## src/rtl/frame_burst_master_if.sv

```systemverilog
// Burst/FIFO bundle between frame_burst_master, the camera/VGA FIFOs and the DDR3 controller.
interface frame_burst_master_if #(
  parameter int unsigned MEM_DATA_BITS = 64
);
  // Write FIFO (FWFT) side
  logic [9:0]               wr_fifo_count;
  logic [MEM_DATA_BITS-1:0] wr_fifo_dout;
  logic                     wr_fifo_rd_en;
  // Read FIFO side
  logic [9:0]               rd_fifo_space;
  logic                     rd_fifo_wr_en;
  logic [MEM_DATA_BITS-1:0] rd_fifo_din;
  // Controller write burst port
  logic                     wr_burst_req;
  logic [9:0]               wr_burst_len;
  logic [23:0]              wr_burst_addr;
  logic                     wr_burst_data_req;
  logic [MEM_DATA_BITS-1:0] wr_burst_data;
  logic                     wr_burst_finish;
  // Controller read burst port
  logic                     rd_burst_req;
  logic [9:0]               rd_burst_len;
  logic [23:0]              rd_burst_addr;
  logic                     rd_burst_data_valid;
  logic [MEM_DATA_BITS-1:0] rd_burst_data;
  logic                     rd_burst_finish;

  modport master (
    input  wr_fifo_count, wr_fifo_dout, rd_fifo_space,
    input  wr_burst_data_req, wr_burst_finish,
    input  rd_burst_data_valid, rd_burst_data, rd_burst_finish,
    output wr_fifo_rd_en, rd_fifo_wr_en, rd_fifo_din,
    output wr_burst_req, wr_burst_len, wr_burst_addr, wr_burst_data,
    output rd_burst_req, rd_burst_len, rd_burst_addr
  );

  modport slave (
    output wr_fifo_count, wr_fifo_dout, rd_fifo_space,
    output wr_burst_data_req, wr_burst_finish,
    output rd_burst_data_valid, rd_burst_data, rd_burst_finish,
    input  wr_fifo_rd_en, rd_fifo_wr_en, rd_fifo_din,
    input  wr_burst_req, wr_burst_len, wr_burst_addr, wr_burst_data,
    input  rd_burst_req, rd_burst_len, rd_burst_addr
  );
endinterface

```

## src/rtl/frame_burst_master.sv

```systemverilog
// Round-robin DDR3 burst initiator: drains the video write FIFO into a circular
// frame region and refills the display read FIFO from another, with frame-sync restart.
module frame_burst_master #(
  parameter int unsigned MEM_DATA_BITS = 64,
  parameter int unsigned BURST_LEN     = 64,
  parameter int unsigned FRAME_BURSTS  = 600,
  parameter int unsigned ADDR_STEP     = 512,
  parameter logic [23:0] WR_BASE       = 24'h0,
  parameter logic [23:0] RD_BASE       = 24'h0
) (
  input  logic                 mem_clk,
  input  logic                 rst,
  input  logic                 calib_done,
  input  logic                 wr_frame_sync,
  input  logic                 rd_frame_sync,
  frame_burst_master_if.master bus,
  output logic                 busy,
  output logic                 len_err
);

  localparam int unsigned LEN_W  = 10;
  localparam int unsigned ADDR_W = 24;
  localparam int unsigned CNT_W  = $clog2(FRAME_BURSTS + 1);

  localparam logic [LEN_W-1:0]  LEN_V    = LEN_W'(BURST_LEN);
  localparam logic [LEN_W-1:0]  WORD_MAX = '1;
  localparam logic [ADDR_W-1:0] STEP_V   = ADDR_W'(ADDR_STEP);
  localparam logic [CNT_W-1:0]  LAST_CNT = CNT_W'(FRAME_BURSTS - 1);

  typedef enum logic [1:0] {IDLE, WR_BURST, RD_BURST} state_t;
  typedef enum logic {GNT_WR, GNT_RD} grant_t;

  state_t              state;
  grant_t              last_grant;
  logic [ADDR_W-1:0]   wr_addr;
  logic [ADDR_W-1:0]   rd_addr;
  logic [CNT_W-1:0]    wr_cnt;
  logic [CNT_W-1:0]    rd_cnt;
  logic                wr_sync_pend;
  logic                rd_sync_pend;
  logic                wr_req;
  logic                rd_req;
  logic [LEN_W-1:0]    wr_words;
  logic [LEN_W-1:0]    rd_words;

  logic                wr_ok_c;
  logic                rd_ok_c;
  logic                grant_wr_c;
  logic                grant_rd_c;
  logic [LEN_W-1:0]    wr_words_c;
  logic [LEN_W-1:0]    rd_words_c;
  logic [MEM_DATA_BITS-1:0] wr_data_c;
  logic [MEM_DATA_BITS-1:0] rd_data_c;

  // Round-robin arbitration: on a tie the side not served last wins
  always_comb begin
    wr_ok_c    = calib_done && (bus.wr_fifo_count >= LEN_V);
    rd_ok_c    = calib_done && (bus.rd_fifo_space >= LEN_V);
    grant_wr_c = wr_ok_c && (!rd_ok_c || (last_grant == GNT_RD));
    grant_rd_c = rd_ok_c && !grant_wr_c;
  end

  // Saturating per-burst word counts, including a beat in the current cycle
  always_comb begin
    wr_words_c = wr_words;
    rd_words_c = rd_words;
    if (bus.wr_burst_data_req && (wr_words != WORD_MAX)) wr_words_c = wr_words + LEN_W'(1);
    if (bus.rd_burst_data_valid && (rd_words != WORD_MAX)) rd_words_c = rd_words + LEN_W'(1);
  end

  // Burst sequencer, address/frame counters, sync handling and error flag
  always_ff @(posedge mem_clk or posedge rst) begin
    if (rst) begin
      state        <= IDLE;
      last_grant   <= GNT_RD;
      wr_addr      <= WR_BASE;
      rd_addr      <= RD_BASE;
      wr_cnt       <= '0;
      rd_cnt       <= '0;
      wr_sync_pend <= 1'b0;
      rd_sync_pend <= 1'b0;
      wr_req       <= 1'b0;
      rd_req       <= 1'b0;
      wr_words     <= '0;
      rd_words     <= '0;
      busy         <= 1'b0;
      len_err      <= 1'b0;
    end else begin
      if (wr_frame_sync) wr_sync_pend <= 1'b1;
      if (rd_frame_sync) rd_sync_pend <= 1'b1;

      case (state)
        IDLE: begin
          if (wr_sync_pend || rd_sync_pend) begin
            // Restart the frame walk; a sync landing right now stays pending
            if (wr_sync_pend) begin
              wr_addr      <= WR_BASE;
              wr_cnt       <= '0;
              wr_sync_pend <= wr_frame_sync;
            end
            if (rd_sync_pend) begin
              rd_addr      <= RD_BASE;
              rd_cnt       <= '0;
              rd_sync_pend <= rd_frame_sync;
            end
          end else if (grant_wr_c) begin
            state      <= WR_BURST;
            wr_req     <= 1'b1;
            busy       <= 1'b1;
            last_grant <= GNT_WR;
            wr_words   <= '0;
          end else if (grant_rd_c) begin
            state      <= RD_BURST;
            rd_req     <= 1'b1;
            busy       <= 1'b1;
            last_grant <= GNT_RD;
            rd_words   <= '0;
          end
        end

        WR_BURST: begin
          wr_words <= wr_words_c;
          if (bus.wr_burst_finish) begin
            state  <= IDLE;
            wr_req <= 1'b0;
            busy   <= 1'b0;
            if (wr_words_c != LEN_V) len_err <= 1'b1;
            if (wr_frame_sync || (wr_cnt == LAST_CNT)) begin
              wr_addr <= WR_BASE;
              wr_cnt  <= '0;
            end else begin
              wr_addr <= wr_addr + STEP_V;
              wr_cnt  <= wr_cnt + CNT_W'(1);
            end
          end
        end

        RD_BURST: begin
          rd_words <= rd_words_c;
          if (bus.rd_burst_finish) begin
            state  <= IDLE;
            rd_req <= 1'b0;
            busy   <= 1'b0;
            if (rd_words_c != LEN_V) len_err <= 1'b1;
            if (rd_frame_sync || (rd_cnt == LAST_CNT)) begin
              rd_addr <= RD_BASE;
              rd_cnt  <= '0;
            end else begin
              rd_addr <= rd_addr + STEP_V;
              rd_cnt  <= rd_cnt + CNT_W'(1);
            end
          end
        end

        default: begin
          state  <= IDLE;
          wr_req <= 1'b0;
          rd_req <= 1'b0;
          busy   <= 1'b0;
        end
      endcase
    end
  end

  // Data paths pass straight through; FIFO strobes only while the matching burst owns the bus
  always_comb begin
    wr_data_c = bus.wr_fifo_dout;
    rd_data_c = bus.rd_burst_data;
  end

  assign bus.wr_burst_req  = wr_req;
  assign bus.wr_burst_len  = LEN_V;
  assign bus.wr_burst_addr = wr_addr;
  assign bus.wr_burst_data = wr_data_c;
  assign bus.wr_fifo_rd_en = (state == WR_BURST) && bus.wr_burst_data_req;

  assign bus.rd_burst_req  = rd_req;
  assign bus.rd_burst_len  = LEN_V;
  assign bus.rd_burst_addr = rd_addr;
  assign bus.rd_fifo_din   = rd_data_c;
  assign bus.rd_fifo_wr_en = (state == RD_BURST) && bus.rd_burst_data_valid;

endmodule

```

## src/flat_wrapper.sv

```systemverilog
// flat-port wrapper written by rule: the top's interface ports become plain ports
module frame_burst_master_flat 
#(
  parameter int unsigned MEM_DATA_BITS = 64,
  parameter int unsigned BURST_LEN     = 64,
  parameter int unsigned FRAME_BURSTS  = 600,
  parameter int unsigned ADDR_STEP     = 512,
  parameter logic [23:0] WR_BASE       = 24'h0,
  parameter logic [23:0] RD_BASE       = 24'h0
)
  (mem_clk, rst, calib_done, wr_frame_sync, rd_frame_sync, busy, len_err, bus_wr_fifo_count, bus_wr_fifo_dout, bus_rd_fifo_space, bus_wr_burst_data_req, bus_wr_burst_finish, bus_rd_burst_data_valid, bus_rd_burst_data, bus_rd_burst_finish, bus_wr_fifo_rd_en, bus_rd_fifo_wr_en, bus_rd_fifo_din, bus_wr_burst_req, bus_wr_burst_len, bus_wr_burst_addr, bus_wr_burst_data, bus_rd_burst_req, bus_rd_burst_len, bus_rd_burst_addr);
  frame_burst_master_if #(.MEM_DATA_BITS(MEM_DATA_BITS)) bus_i ();
  input  logic mem_clk;
  input  logic rst;
  input  logic calib_done;
  input  logic wr_frame_sync;
  input  logic rd_frame_sync;
  output logic busy;
  output logic len_err;
  input wire logic [$bits(bus_i.wr_fifo_count)-1:0] bus_wr_fifo_count;
  input wire logic [$bits(bus_i.wr_fifo_dout)-1:0] bus_wr_fifo_dout;
  input wire logic [$bits(bus_i.rd_fifo_space)-1:0] bus_rd_fifo_space;
  input wire logic [$bits(bus_i.wr_burst_data_req)-1:0] bus_wr_burst_data_req;
  input wire logic [$bits(bus_i.wr_burst_finish)-1:0] bus_wr_burst_finish;
  input wire logic [$bits(bus_i.rd_burst_data_valid)-1:0] bus_rd_burst_data_valid;
  input wire logic [$bits(bus_i.rd_burst_data)-1:0] bus_rd_burst_data;
  input wire logic [$bits(bus_i.rd_burst_finish)-1:0] bus_rd_burst_finish;
  output wire logic [$bits(bus_i.wr_fifo_rd_en)-1:0] bus_wr_fifo_rd_en;
  output wire logic [$bits(bus_i.rd_fifo_wr_en)-1:0] bus_rd_fifo_wr_en;
  output wire logic [$bits(bus_i.rd_fifo_din)-1:0] bus_rd_fifo_din;
  output wire logic [$bits(bus_i.wr_burst_req)-1:0] bus_wr_burst_req;
  output wire logic [$bits(bus_i.wr_burst_len)-1:0] bus_wr_burst_len;
  output wire logic [$bits(bus_i.wr_burst_addr)-1:0] bus_wr_burst_addr;
  output wire logic [$bits(bus_i.wr_burst_data)-1:0] bus_wr_burst_data;
  output wire logic [$bits(bus_i.rd_burst_req)-1:0] bus_rd_burst_req;
  output wire logic [$bits(bus_i.rd_burst_len)-1:0] bus_rd_burst_len;
  output wire logic [$bits(bus_i.rd_burst_addr)-1:0] bus_rd_burst_addr;
  assign bus_i.wr_fifo_count = bus_wr_fifo_count;
  assign bus_i.wr_fifo_dout = bus_wr_fifo_dout;
  assign bus_i.rd_fifo_space = bus_rd_fifo_space;
  assign bus_i.wr_burst_data_req = bus_wr_burst_data_req;
  assign bus_i.wr_burst_finish = bus_wr_burst_finish;
  assign bus_i.rd_burst_data_valid = bus_rd_burst_data_valid;
  assign bus_i.rd_burst_data = bus_rd_burst_data;
  assign bus_i.rd_burst_finish = bus_rd_burst_finish;
  assign bus_wr_fifo_rd_en = bus_i.wr_fifo_rd_en;
  assign bus_rd_fifo_wr_en = bus_i.rd_fifo_wr_en;
  assign bus_rd_fifo_din = bus_i.rd_fifo_din;
  assign bus_wr_burst_req = bus_i.wr_burst_req;
  assign bus_wr_burst_len = bus_i.wr_burst_len;
  assign bus_wr_burst_addr = bus_i.wr_burst_addr;
  assign bus_wr_burst_data = bus_i.wr_burst_data;
  assign bus_rd_burst_req = bus_i.rd_burst_req;
  assign bus_rd_burst_len = bus_i.rd_burst_len;
  assign bus_rd_burst_addr = bus_i.rd_burst_addr;
  frame_burst_master #(.MEM_DATA_BITS(MEM_DATA_BITS), .BURST_LEN(BURST_LEN), .FRAME_BURSTS(FRAME_BURSTS), .ADDR_STEP(ADDR_STEP), .WR_BASE(WR_BASE), .RD_BASE(RD_BASE)) u_core (.mem_clk(mem_clk), .rst(rst), .calib_done(calib_done), .wr_frame_sync(wr_frame_sync), .rd_frame_sync(rd_frame_sync), .bus(bus_i), .busy(busy), .len_err(len_err));
endmodule
```

## config.mk

```make
export PLATFORM = sky130hd
export DESIGN_NAME = frame_burst_master_flat
export DESIGN_NICKNAME = d
export VERILOG_FILES = /design/src/rtl/frame_burst_master_if.sv /design/src/rtl/frame_burst_master.sv /design/src/flat_wrapper.sv
export SDC_FILE = /design/constraint.sdc
export NUM_CORES = 1
export LEC_CHECK = 0
export ABC_AREA = 1
export CAP_MARGIN = 5
export CORE_AREA = 2 2 139 141
export CTS_CLUSTER_DIAMETER = 40
export DETAILED_ROUTE_END_ITERATION = 16
export DIE_AREA = 0 0 141 143
export PLACE_DENSITY_LB_ADDON = 0.1
export SLEW_MARGIN = 20
export SYNTH_ARGS = -nofsm -noshare
export SYNTH_HDL_FRONTEND = slang
export SYNTH_SLANG_ARGS = --single-unit
```

## constraint.sdc

```tcl
create_clock -name mem_clk -period 6.3 [get_ports mem_clk]
set_input_delay 1.26 -clock mem_clk [delete_from_list [all_inputs] [get_ports mem_clk]]
set_output_delay 1.26 -clock mem_clk [all_outputs]
set_load 0.005 [all_outputs]
```

After elaboration in Yosys (flattened, before gate mapping)
Cells that the tools add are included.
- register bits after elaboration: 97
- bits in latches: 0
- bits in writable memories: 0
- ROM bits: 0
- bits of input ports: 157
- output and inout bits: 202
- memories kept: 0
- $add $sub $neg: 6
- multiply operators: 0
- divide/modulo/power cells: 0
- magnitude comparators: 2
- eq/ne operators: 20
- shift operators: 0
- multiplexer cells: 61
- bitwise logic cells: 3
- reductions and logical operators: 28
- operators with widths (cell ; count):
    two-way mux 24 bit ; 8
    two-way mux 10 bit ; 15
    case mux 24 bit (2 select lines) ; 2
    case mux 10 bit (2 select lines) ; 4
    adder 24 x 10 -> 24 bit (second input constant) ; 2
    adder 10 x 1 -> 10 bit (second input constant) ; 4
    two-way mux 1 bit ; 22
    == test 10 bit (second input constant) ; 2
    greater-or-equal comparator 10 x 7 -> 1 bit (second input constant) ; 2
    != test 10 bit (second input constant) ; 2
    != test 10 x 7 -> 1 bit (second input constant) ; 2
    AND reduction 4 bit ; 5
    != test 2 x 1 -> 1 bit (second input constant) ; 7
    two-way mux 2 bit ; 5
    AND reduction 5 bit ; 2
    case mux 1 bit (3 select lines) ; 3
    logical AND 1 bit ; 8
    != test 2 bit (second input constant) ; 4
    nonzero test 2 bit ; 4
    case mux 2 bit (3 select lines) ; 1
    AND reduction 3 bit ; 2
    logical OR 1 bit ; 4
    != test 3 x 1 -> 1 bit (second input constant) ; 1
    inverter 1 bit ; 3
    other kinds (5) ; 6

Longest topological paths before layout
- depth in word-level cells: 11
- gate-level depth with buffers: 13

Least setup slack after synthesis
Ideal clock, no wire load.
- kind: input to output
- start point: input port bus_wr_burst_data_req
- end point: output port bus_wr_fifo_rd_en
- arrival: 1.689 ns
- data required time: 5.040 ns
- path slack: 3.351 ns
- stages: 3
- path buffers: 1
- cells stage by stage: clkbuf_1 -> inv_1 -> nor2_1
- longest elaborated chain between the ends: 1
- ends and longest elaborated chain (item ; line ; source):
    from (decl) ; flat_wrapper.sv:23 ; input wire logic [$bits(bus_i.wr_burst_data_req)-1:0] bus_wr_burst_data_req;
    logical AND 1 bit ; frame_burst_master.sv:175 ; assign bus.wr_fifo_rd_en = (state == WR_BURST) && bus.wr_burst_data_req;
    to (decl) ; flat_wrapper.sv:28 ; output wire logic [$bits(bus_i.wr_fifo_rd_en)-1:0] bus_wr_fifo_rd_en;
Every way passes these cells.

Worst setup path after layout
- start point: input port bus_rd_burst_data_valid
- end point: output port bus_rd_fifo_wr_en
- longest elaborated chain between the ends: 1
- ends and longest elaborated chain (item ; line ; source):
    from (decl) ; flat_wrapper.sv:25 ; input wire logic [$bits(bus_i.rd_burst_data_valid)-1:0] bus_rd_burst_data_valid;
    logical AND 1 bit ; frame_burst_master.sv:181 ; assign bus.rd_fifo_wr_en = (state == RD_BURST) && bus.rd_burst_data_valid;
    to (decl) ; flat_wrapper.sv:29 ; output wire logic [$bits(bus_i.rd_fifo_wr_en)-1:0] bus_rd_fifo_wr_en;
Every way passes these cells.

==> flow_metrics.tcl <==
set metrics [dict create \
    place.gp.congestion 0.793 \
    place_area_um2 5430 \
    wl_per_cell_um 14.8 \
    r2r_end "u_core.len_err" \
    path_max_fanout 7 \
    crit_family "buffers and inverters" \
    insertion_delay_ps 340 \
    final_cell_mix "nand2_1, inv_1, dfrtp_1, nor2_1, clkdlybuf4s50_1" \
    path_class "input port to primary output" \
    cts_hold_buf 0 \
    post-route-cell-area_um2 5680 \
    ys_seq_elements 79 \
    skew_ps 7.62 \
    rows 50 \
    crit_path_frequent_cell "clkdlybuf4s50_1" \
    grt_usage 0.139 \
    root_buffer "clkbuf_16" \
    finalCritPeriodShare 0.619 \
    ys.flop_type "dfrtp_1" \
    drt_pass1_iterations 4 \
    intPower_mw 0.990 \
    max-vdd-ir-drop_v 0.000131 \
    fmax_ghz 0.256 \
    required_ps 5040 \
    cellPowerDensity_nw_per_um2 273 \
    clockBufferDepth 2 \
    ys_warn_count 0 \
    ant_nets 0 \
    setup_tns_ps 0 \
    rsz0062_at_grt "false" \
    die_area_um2 20200 \
    worstPathArrival_ps 2640 \
    p_seq_frac 0.424 \
    grt_start_max_net_pins 53 \
    leakagePower_nw 2.57 \
    port_buffers 52 \
    setup_viol 0 \
    die_h_um 143 \
    cts.htree.levels 3 \
    antenna_found_initial 0 \
    core_area_um2 18600 \
    ys_seq_area_frac 0.343 \
    r2r_setup_slack_ps 3950 \
    worstMarginPinSlew_ps 953 \
    syn_inst 783 \
    overflow 0 \
    area_growth_pct -1.37 \
    p_switching_mw 0.563 \
    crit_path_max_incr_delay_ps 620 \
    nNetsFinal 871 \
    r2r_start "u_core.wr_words[1]" \
    end_kind "primary output" \
    synthDistinctLibCells 43 \
    pwr-share-comb 0.265 \
    hp-class "flop to flop" \
    cts_buffers 9 \
    postSynthAreaPerCell_um2 7.36 \
    synth_edf_count 0 \
    crit_buf_inv 3 \
    synth_area_um2 5760 \
    critPathCapture "bus_rd_fifo_wr_en" \
    clk_pin_slew_worst_paths_ps 50 \
    antenna_cells 0 \
    critPathSlowestCell "clkdlybuf4s50_1" \
    crit_chain "clkdlybuf4s50_1, inv_1, nor2_1, clkdlybuf4s50_1" \
    grt_pass1_vias 4262 \
    finalHoldViolations 0 \
    cts_tree "built" \
    clock-sinks 79 \
    crit_path_start "bus_rd_burst_data_valid" \
    final_layout_size_suffix_gt1_frac 0.0548 \
    switching_share 0.363 \
    vias 4346 \
    startpoint_type "input port" \
    r2r_cells 12 \
    critical_path_depth 4 \
    drv_cap 0 \
    die_x_um 141 \
    cts_setup_buffers 0 \
    io_pins 359 \
    initial_core_util 0.310 \
    grt_pass1_wl_um 22100 \
    viasPerCell 4.59 \
    slew-limit-headroom 0.364 \
    drv_slew 0 \
    clockPowerShare 0.311 \
    dpl.hpwl_um 10600 \
    drt_iter0_drc 296 \
    final_common_cell "nand2_1" \
    async_flop_share 1.00 \
    drc 0 \
    post_cts_resize_count 0 \
    wl_um 14000 \
    status "finished clean" \
    finalCriticalPeriod_ps 3900 \
]
worst min path at each step:
| stage | depth (start not counted) | slack, ps | startpoint | to |
|---|---|---|---|---|
| 2_1_floorplan | 2 | 460 | u_core.len_err | u_core.len_err |
| 3_5_place_dp | 2 | 470 | u_core.busy | u_core.busy |
| 6_report | 2 | 480 | u_core.len_err | u_core.len_err |
| 5_1_grt | 2 | 500 | u_core.busy | u_core.busy |
| 4_1_cts | 2 | 480 | u_core.busy | u_core.busy |
| 3_3_place_gp | 2 | 450 | u_core.len_err | u_core.len_err |
metrics by stage:
stage | setup slack, ps | total power [mW] | util | instances | hold WS [ps]
after floorplan | 3020 | 1.02 | - | 819 | 457
after global placement | 2390 | 1.08 | 0.292 | 931 | 449
after detailed placement | 2390 | 1.08 | 0.292 | 931 | 466
after CTS | 2390 | 1.58 | 0.306 | 946 | 481
after global routing | 2310 | 1.66 | 0.306 | 946 | 495
final | 2400 | 1.55 | 0.306 | 946 | 479
cells by family after synthesis:
family	count (synthesis)	share of synthesized area
AND/OR/NAND/NOR	335	0.264
buffers and inverters	270	0.287
AO/OA/AOI/OAI	83	0.0797
flip-flops	79	0.343
XOR/XNOR	8	0.0122
adder cells (fa/ha/maj)	6	0.0130
other	2	0.00130
state kept, by name, indices dropped and copies added, names as in the netlist, 2 cells and up:
signal                    cells
u_core.bus.rd_burst_addr     15
u_core.bus.wr_burst_addr     15
u_core.rd_cnt                10
u_core.rd_words              10
u_core.wr_cnt                10
u_core.wr_words              10
u_core.state                  2
final cells by class:
type	instances	area (um^2)
clock buffer	14	254
clock inverter	1	5.00
fill	1988	12900
timing repair buffer	53	528
multi-input combinational	470	2270
tap	234	293
sequential	79	1980
inverter	95	358
Yosys cell counts, types with 2 or more instances:
master	n	area, um^2
nand2_1	156	586
nand4_1	19	119
nor2_4	2	22.5
nor3b_1	3	22.5
a211oi_1	3	22.5
inv_2	5	18.8
inv_1	89	334
buf_4	166	1250
nand3_1	42	210
o22ai_1	11	68.8
nand2_2	3	18.8
nor4_1	3	18.8
nor3_2	2	20.0
nor2_1	67	251
clkbuf_1	2	7.51
a21oi_1	22	110
nor2_2	5	31.3
o21ai_0	37	185
conb_1	2	7.51
and3_1	3	18.8
o21ai_1	2	10.0
o31ai_1	2	15.0
nor3_1	21	105
xor2_1	8	70.1
nand2_4	3	33.8
dfrtp_1	78	1950
buf_2	6	30.0
ha_1	6	75.1
worst min-delay path: cells and delay by family, from the launching register on:
kind	cells	cell delay, ps
flops	1	350
buf+inv	1	40
simple gates	1	50
power by group through the flow:
stage          Combinational, mW  Sequential, mW  Clock, mW
2_1_floorplan              0.380           0.644          0
3_3_place_gp               0.414           0.665          0
3_5_place_dp               0.418           0.665          0
4_1_cts                    0.420           0.657      0.503
5_1_grt                    0.472           0.670      0.521
6_report                   0.412           0.659      0.483
per-layer routing:
layer / vias up / global-route usage / wire length [um]
met4: 0 / 0.0711 / 420
met2: 156 / 0.243 / 6950
met5: - / 0 / 0
met3: 42 / 0.0426 / 968
li1: 2147 / - / -
met1: 2001 / 0.154 / 5690
(Power assumes the default switching activity.)
